## config.mk

```make
export PLATFORM = sky130hd
export DESIGN_NAME = sub_bytes_iter
export DESIGN_NICKNAME = d
export VERILOG_FILES = /design/src/rtl/sub_bytes_iter.sv
export SDC_FILE = /design/constraint.sdc
export NUM_CORES = 1
export LEC_CHECK = 0
export ABC_AREA = 1
export CAP_MARGIN = 20
export CORE_MARGIN = 2
export CORE_UTILIZATION = 40
export CTS_CLUSTER_DIAMETER = 30
export DETAILED_ROUTE_END_ITERATION = 10
export SLEW_MARGIN = 0
export SYNTH_ARGS = -nofsm -noshare
export SYNTH_HDL_FRONTEND = slang
export SYNTH_SLANG_ARGS = --single-unit
```

## constraint.sdc

```tcl
create_clock -name clk -period 6.75 [get_ports clk]
set_input_delay 2.025 -clock clk [delete_from_list [all_inputs] [get_ports clk]]
set_output_delay 2.025 -clock clk [all_outputs]
set_load 0.005 [all_outputs]
```

## src/rtl/sub_bytes_iter.sv

```systemverilog
// Iterative AES SubBytes: a 128-bit state is substituted LANES bytes per cycle
// through shared forward S-boxes, then held until the consumer accepts it.
module sub_bytes_iter #(
    parameter int LANES = 4
) (
    input  logic         clk,
    input  logic         rst,
    input  logic         in_valid,
    output logic         in_ready,
    input  logic [0:127] state_in,
    output logic         out_valid,
    input  logic         out_ready,
    output logic [0:127] state_out
);

    localparam int N  = 16 / LANES;
    localparam int CW = (N > 1) ? $clog2(N) : 1;

    // Forward S-box, row x0..xf concatenated; entry x lives at bits [8x +: 8].
    localparam logic [0:2047] SBOX_TABLE = {
        128'h637c777bf26b6fc53001672bfed7ab76,
        128'hca82c97dfa5947f0add4a2af9ca472c0,
        128'hb7fd9326363ff7cc34a5e5f171d83115,
        128'h04c723c31896059a071280e2eb27b275,
        128'h09832c1a1b6e5aa0523bd6b329e32f84,
        128'h53d100ed20fcb15b6acbbe394a4c58cf,
        128'hd0efaafb434d338545f9027f503c9fa8,
        128'h51a3408f929d38f5bcb6da2110fff3d2,
        128'hcd0c13ec5f974417c4a77e3d645d1973,
        128'h60814fdc222a908846eeb814de5e0bdb,
        128'he0323a0a4906245cc2d3ac629195e479,
        128'he7c8376d8dd54ea96c56f4ea657aae08,
        128'hba78252e1ca6b4c6e8dd741f4bbd8b8a,
        128'h703eb5664803f60e613557b986c11d9e,
        128'he1f8981169d98e949b1e87e9ce5528df,
        128'h8ca1890dbfe6426841992d0fb054bb16
    };

    function automatic logic [7:0] sbox(input logic [7:0] x);
        return SBOX_TABLE[{x, 3'b000} +: 8];
    endfunction

    typedef enum logic [1:0] {IDLE, SUB, HOLD} fsmState;

    fsmState        stateReg, stateNext;
    logic [0:127]   bufReg, bufNext, bufSub;
    logic [CW-1:0]  cntReg, cntNext;
    logic           lastChunk;
    logic [4:0]     baseByte;
    logic [7:0]     laneOut [LANES];

    assign lastChunk = (cntReg == CW'(N - 1));
    assign baseByte  = 5'(cntReg) * 5'(LANES);

    // Each lane reads its byte of the current chunk out of the buffer.
    generate
        for (genvar gi = 0; gi < LANES; gi++) begin : g_lane
            logic [4:0] laneIdx;
            assign laneIdx     = baseByte + 5'(gi);
            assign laneOut[gi] = sbox(bufReg[{laneIdx[3:0], 3'b000} +: 8]);
        end
    endgenerate

    // Byte gi is owned by lane gi%LANES and is rewritten only while its chunk is active.
    generate
        for (genvar gi = 0; gi < 16; gi++) begin : g_byte
            localparam int CHUNK = gi / LANES;
            localparam int LANE  = gi % LANES;
            assign bufSub[8*gi +: 8] = (cntReg == CW'(CHUNK)) ? laneOut[LANE]
                                                              : bufReg[8*gi +: 8];
        end
    endgenerate

    always_comb begin
        stateNext = stateReg;
        bufNext   = bufReg;
        cntNext   = cntReg;
        case (stateReg)
            IDLE: begin
                if (in_valid) begin
                    bufNext   = state_in;
                    cntNext   = '0;
                    stateNext = SUB;
                end
            end
            SUB: begin
                bufNext = bufSub;
                if (lastChunk) begin
                    cntNext   = '0;
                    stateNext = HOLD;
                end else begin
                    cntNext = cntReg + CW'(1);
                end
            end
            HOLD: begin
                if (out_ready) begin
                    stateNext = IDLE;
                end
            end
            default: stateNext = IDLE;
        endcase
    end

    always_ff @(posedge clk or posedge rst) begin
        if (rst) begin
            stateReg <= IDLE;
            bufReg   <= '0;
            cntReg   <= '0;
        end else begin
            stateReg <= stateNext;
            bufReg   <= bufNext;
            cntReg   <= cntNext;
        end
    end

    // Outputs decode the state register only; the buffer is masked until HOLD.
    assign in_ready  = (stateReg == IDLE);
    assign out_valid = (stateReg == HOLD);
    assign state_out = out_valid ? bufReg : '0;

endmodule

```

* Word-level counts from Yosys, hierarchy flattened *
Index checks and enable logic that the tools add are counted.
W data, S select, Z words.

cells by class
  $add $sub $neg = 4
  equal/unequal tests = 11
  shifts and indexed selects = 8
  mux-type cells = 26
  bitwise gates (word level) = 8
  reduce and logical (&&, ||, !) cells = 9

operators by type and width
  kind                             number
  $shiftx A2048 B12 Y2049 const A  4
  $shiftx A128 B8 Y129             4
  $mux W128                        2
  $pmux W128 S2                    1
  $mux W8                          16
  $not A11 Y12                     4
  $not A7 Y8                       4
  $reduce_and A3 Y1                5
  $mux W2                          5
  $ne A2 B2 Y1 const B             5
  $add A4 B2 Y4 const B            2
  $eq A2 B2 Y1 const B             3
  $pmux W2 S3                      1
  $add A4 B1 Y4 const B            1
  $eq A2 B1 Y1 const B             2
  $logic_not A2 Y1                 2
  $pmux W2 S2                      1
  $add A2 B1 Y2 const B            1
  $ne A2 B1 Y1 const B             1
  $reduce_and A2 Y1                1
  $reduce_bool A2 Y1               1

word-level totals
  register bits after elaboration = 132
  input bits = 132
  output and inout bits = 130
  word-level logic and storage cells = 72

* Longest topological paths before layout *
Gate-level depths: netlist of run 1.

  word-level depth = 7
  mapped depth = 21
  gate-level depth less buffers = 19

* Worst setup path after synthesis of run 1 *
OpenSTA, ideal clock, no wires.

  path kind = flip-flop to output port
  start point = register stateReg[1]
  end point = output state_out[10] (netlist bit)
  data arrival time = 1.182 ns
  data required time = 4.725 ns
  slack = 3.543 ns
  stages on the path, launching flop included = 7
  buffers on the path = 2
  cell sequence = dfrtp_1 inv_1 nor2_1 inv_1 clkbuf_1 buf_1 nor2_1

on the way
  cells in the longest elaborated chain, start to end = 2

RTL lines
  element                 line  source
  start, declared         45    fsmState stateReg, stateNext;
  start signal, assigned  110   stateReg <= stateNext;
  $eq A2 B2 Y1            118   assign out_valid = (stateReg == HOLD);
  via out_valid           11    output logic out_valid,
  $mux W128               119   assign state_out = out_valid ? bufReg : '0;
  end, declared           13    output logic [0:127] state_out

The timed path passes the listed nets, and every way through them passes these cells.

* Worst setup path in the final report of run 1 *
  start point = register cntReg[0]
  end point = register bufReg[106] (netlist bit)

on the way
  cells in the longest elaborated chain, start to end = 7
  elaborated cells between the ends (all ways) = 10
  classes of those cells = 1 x add/sub; 2 x eq/ne; 2 x shift; 2 x mux; 2 x bitwise; 1 x reduce/logical

RTL lines
  element                             line  source
  start, declared                     47    logic [CW-1:0] cntReg, cntNext;
  start signal, assigned              112   cntReg <= cntNext;
  $add A4 B1 Y4                       59    assign laneIdx = baseByte + 5'(gi);
  $not A7 Y8 (implied by the code)    60    assign laneOut[gi] = sbox(bufReg[{laneIdx[3:0], 3'b000} +: 8]);
  $shiftx A128 B8 Y129                60
  $not A11 Y12 (implied by the code)  40    return SBOX_TABLE[{x, 3'b000} +: 8];
  $shiftx A2048 B12 Y2049             40
  $mux W8                             69    assign bufSub[8*gi +: 8] = (cntReg == CW'(CHUNK)) ? laneOut[LANE]
  $pmux W128 S2                       78    case (stateReg)
  end signal, assigned                111   bufReg <= bufNext;
  end, declared                       46    logic [0:127] bufReg, bufNext, bufSub;

Parallel ways exist; a longest one is shown, timed or not. The select of a mux whose other input is x is not followed.
A chain may end at the register's enable or synchronous reset.

==> run metrics, run 1 <==
Stages on worst setup path 19; worst slew pin tran 1.14 ns; Congestion Overflow GR 0; design area 23,300 sq um; Vias/cell slightly above 6; WP data arrival between 5 and 6 ns; CP top delay family simple AND/OR/NAND/NOR gates; syn_nets 3,983; Core ar. 49,900 sq um; CP max stage delay 0.70 ns; Setup violations, final 0; root buffer cell clkbuf_16; post-CTS setup buffers 0; antenna cell count 0; nets@finish between 4,000 and 5,000; layout cells sized above 1 about 4.7%; chip height 228 microns; sequential area share after synthesis 16.4%; io pins between 200 and 300; crit path launch type flop; period utilization slightly above 70%; first-pass GRT wire length 152,000 microns; post-synth top area cell nand3_1; Setup crit end kind flop; #FFs+latches synth between 100 and 150; Post-synth top cells nand2_1, nand3_1, nor2_1, a21oi_1, inv_1; Critical Path RT 7.18 ns; R2R depth 19; Die X 228 microns; CTS tree built; PortBufs ~260; cell with the most instances after synthesis nand2_1; Syn Std Cell Area 20,100 sq um; synth top area cells nand3_1, nand2_1, dfrtp_1, a21oi_1, nor2_1; Max clock buf depth 2; Clock Pin Slew Worst Setup and Hold Paths approximately 0.08 ns; CP most frequent cell nand2_1; GRT Total Usage between 30% and 40%; CTS sink cnt 132; row count 82; max_cap viols 0; status completed; Slew Limit Fails 0; Clock Skews 0.0180 ns; Fmax roughly 210 MHz; slowest cell on the critical path clkinv_2; RSZ-0062 raised after global routing no; Top FF cell, synth dfrtp_1; PostCTS Resize Cnt 0; Setup CP Type flop to flop; Async SR Flop Fraction 100%; Synth top area share 27.6%; router iterations before antenna repair 9; Netlist cell types 29; Syn Area/Cell 5.30 sq um; synthesized instance count 3,791; minimum clock period 4.76 ns; Post-synth EDFFs 0; Hold Crit Class flop to flop; Final ANT Viol Nets 0; Max Fanout on Critical Path 40; placed cell area 22,800 sq um; H-tree lvl count 4; clk_lat worst skew slightly above 0.5 ns; GPL Wtd Cong 1.04; starting density of the core 40.3%; Routed WL 99,900 microns; worst hold stages 2; largest net degree at the start of global routing 73; die footprint 52,000 sq um; vias in the first global route roughly 25,000; Routed WL per cell ~22 microns; drc violations 0; yosys warns 0; initial detailed-routing violation count 5,137; DR vias roughly 28,000; Area growth syn-to-layout 16.0%; placed wire-length estimate about 67,000 microns; crit path buf inv count 4; slew margin rel. a little under a quarter; Fin Setup TNS 0 ns; initial antenna violation count 0; hold buffer count at CTS 0; CTS buffer count 17; Fin. Hold Viols 0; CP Cell Sequence clkinv_2, buf_4, nand2_1, nand3_1, nand2_2, ha_1, inv_1, nand3_1, nand2_1, inv_1, nand2_1, nand2_1, nand2_1, nand3_1, nand3_1, nand3_1, nand2_1, nand2_1, a21oi_1
-- final cells by class --
type | instances | area [sq um]
fillers | 5648 | 26600
clock buffers | 17 | 425
flip-flops and latches | 132 | 3310
clock inverters | 15 | 131
inverters | 289 | 1100
multi-input cells | 3106 | 14500
well taps | 672 | 841
repair buffers | 311 | 3010
-- cells by family (layout without fill, tap and decap cells) --
group                    after synthesis  after routing  synth area share, %
buffers and inverters                553            632                 11.8
adder cells (fa/ha/maj)               60             60                 3.74
AO/OA/AOI/OAI                        388            388                 10.3
flip-flops                           132            132                 16.4
AND/OR/NAND/NOR                     2658           2658                 57.7
-- state kept, by name, summed over array words and instances, names as in the netlist --
| signal | flops |
|---|---|
| stateReg | 2 |
| bufReg | 128 |
| cntReg | 2 |
-- per-stage QoR --
stage | setup WS (ns) | std cells | hold WS, ns | utilization (%)
3_3_place_gp | 2.14 | 4510 | 0.504 | 45.6
4_1_cts | 2.01 | 4542 | 0.530 | 46.7
2_1_floorplan | 1.20 | 3791 | 0.495 | -
5_1_grt | 1.80 | 4542 | 0.550 | 46.7
3_5_place_dp | 2.10 | 4510 | 0.517 | 45.6
6_report | 1.99 | 4542 | 0.528 | 46.7
-- cells in the final DEF, fill, tap and decap left out, types with 4 or more instances in the layout --
cell             netlist  layout
a21oi_1              324     321
a32oi_2                8       8
buf_4                 24      48
clkbuf_16              0      17
clkdlybuf4s50_1        0     261
clkinv_2               0       6
dfrtp_1              132     130
ha_1                  60      60
inv_1                279     273
inv_2                  9      11
inv_6                  0       5
nand2_1             1122    1111
nand2_2               41      52
nand3_1             1109    1109
nand3_2                9       9
nand4_1               16      16
nor2_1               354     353
o211ai_1               4       4
o21ai_0               30      30
o21ai_1               13      12
-- layer usage --
| layer | global-route usage, % | wire (microns) |
|---|---|---|
| met1 | 50.1 | 40700 |
| met2 | 55.5 | 42300 |
| met3 | 7.34 | 11700 |
| met4 | 18.2 | 5240 |
| met5 | 0 | 0 |
-- worst min-delay path, cell delays in order (launching register included) --
cell and delay (ns):
dfrtp_1 0.35, nor2_1 0.05, a21oi_1 0.10
-- worst paths after layout --
check	from	slack, ns	end
max	cntReg[0]	1.99	bufReg[106]
min	bufReg[112]	0.53	bufReg[112]
max reg2reg	cntReg[0]	1.99	bufReg[106]
min reg2reg	bufReg[112]	0.53	bufReg[112]
max in group asynchronous	rst	3.91	bufReg[18]
min in group asynchronous	rst	1.95	bufReg[3]
Power of run 1 is not shown: default switching activity piles up to over one toggle a cycle in this logic, so the estimate is an artifact.
==> run 2: changes to the inputs <==
==> constraint.sdc (replaced) <==
create_clock -name clk -period 4.9 [get_ports clk]
set_input_delay 1.47 -clock clk [delete_from_list [all_inputs] [get_ports clk]]
set_output_delay 1.47 -clock clk [all_outputs]
set_load 0.005 [all_outputs]
==> run metrics, run 2 (same netlist as run 1, synthesis figures left out) <==
chip height 228 microns (unchanged); drc violations 0 (unchanged); Vias/cell 6.15 (+0.68%); fill cell count 5,593 (-0.97%); max_cap viols 0 (unchanged); period utilization 82.3%; Fin. Hold Viols 0 (unchanged); DR vias 28,071 (+1.2%); final core utilization 47.3% (+0.59 points); placed wire-length estimate 70,500 microns (+5.9%); worst hold stages 2 (unchanged); vias in the first global route 26,158 (+3.7%); Critical Path RT 3.43 ns (-3.75 ns); Routed WL 104,000 microns (+4.3%); GPL Wtd Cong 1.08 (+4.2%); r2r startpoint cntReg[0]; status completed; slew margin rel. 23.2% (-0.38 points); H-tree lvl count 4 (unchanged); CTS buffer count 17 (unchanged); hold buffer count at CTS 0 (unchanged); io pins 262 (unchanged); Setup violations, final 0 (unchanged); Max clock buf depth 2 (unchanged); Area growth syn-to-layout 17.5%; CP top delay family buffers and inverters; Final ANT Viol Nets 0 (unchanged); Slew Limit Fails 0 (unchanged); Die X 228 microns (unchanged); layout cells sized above 1 5.29% (+0.59 points); GRT Total Usage 38.7% (+1.9 points); PortBufs 261 (unchanged); Stages on worst setup path 6 (-13); Biggest register bufReg; R2R depth 16 (-3); clk_lat worst skew 0.50 ns (about the same); PostCTS Resize Cnt 0 (unchanged); most common cell after layout, fill and taps aside nand2_1; row count 82 (unchanged); commonest non-fill, non-tap cells in the layout nand2_1, nand3_1, nor2_1; worst slew pin tran 1.15 ns (+0.00609 ns); Core ar. 49,900 sq um (unchanged); initial detailed-routing violation count 4,990 (-2.9%); Top Registers bufReg x128, cntReg x2, stateReg x2; CP most frequent cell nor2_1; Clock Skews 0.0148 ns (-0.00319 ns); first-pass GRT wire length 159,000 microns (+4.6%); crit path buf inv count 4 (unchanged); Fmax 248 MHz; Fin Setup TNS 0 ns (unchanged); nets@finish 4,075 (+0.64%); WP data arrival 2.56 ns (-2.63 ns); post-CTS setup buffers 0 (unchanged); starting density of the core 40.3% (unchanged); Hold Crit Class flop to flop; minimum clock period 4.03 ns; root buffer cell clkbuf_16; slowest cell on the critical path clkdlybuf4s50_1; Clock Pin Slew Worst Setup and Hold Paths 0.06 ns (-0.02 ns); router iterations before antenna repair 7 (-2); Setup CP Type flop to primary output; largest net degree at the start of global routing 133 (+82%); CP max stage delay 0.52 ns (-0.18 ns); antenna cell count 0 (unchanged); Routed WL per cell 22.8 microns (+3.7%); RSZ-0062 raised after global routing no; CP Cell Sequence inv_1, nor2_1, inv_4, buf_12, nor2_1, clkdlybuf4s50_1; CTS tree built; Setup crit end kind primary output; Congestion Overflow GR 0 (unchanged); initial antenna violation count 1 (+1); CP startpoint stateReg[1]; crit path launch type flop; CTS sink cnt 132 (unchanged); die footprint 52,000 sq um (unchanged); Max Fanout on Critical Path 68 (+70%); max FFs per register 128 (unchanged); hold_sp bufReg[104]
==> run 2: cell types whose count changed in the layout (fill, tap and decap cells not counted), sizes merged <==
| cell | change |
|---|---|
| bufinv | +1 |
| clkbuf | +2 |
| clkinvlp | +1 |
| buf | +26 |
| inv | -3 |
| clkinv | -2 |
==> run 2: tightest hold or removal path: stages (launching register included) <==
cell and delay, ns:
dfrtp_1 0.34, nor2_1 0.05, a21oi_1 0.10
==> run 2: metal layers <==
layer	up-vias	routed length [microns]	GRT usage [%]
li1	12683	-	-
met1	12695	41000	51.2
met2	2217	44000	58.0
met3	474	13100	9.96
met4	2	6050	20.0
met5	-	11	0
==> run 2: cell type report <==
cell class | count | area [sq um] | area share [%]
clock inverters | 12 | 130 | 0.551
flip-flops and latches | 132 | 3310 | 14.0
well taps | 672 | 841 | 3.56
inverters | 289 | 1100 | 4.65
repair buffers | 337 | 3280 | 13.9
clock buffers | 19 | 453 | 1.92
multi-input cells | 3106 | 14500 | 61.4
==> run 2: stage by stage <==
stage	hold WS, ns	setup WS, ns	cell area (sq um)	cells
floorplan	0.495	1.79	20100	3791
global placement	0.502	1.05	23000	4534
detailed placement	0.516	1.05	23000	4534
CTS	0.530	0.808	23600	4565
global route	0.546	0.717	23600	4567
finish	0.522	0.865	23600	4567
==> run 2: path summary, 6_finish.rpt <==
kind                            slack (ns)              to
worst max register to register        0.87      bufReg[94]
worst max-delay path                  0.87  state_out[109]
max in group asynchronous             2.63      bufReg[79]
worst min register to register        0.52     bufReg[104]
worst min-delay path                  0.52     bufReg[104]
min in group asynchronous             1.47      bufReg[99]
Power of run 2 is left out for the same reason.
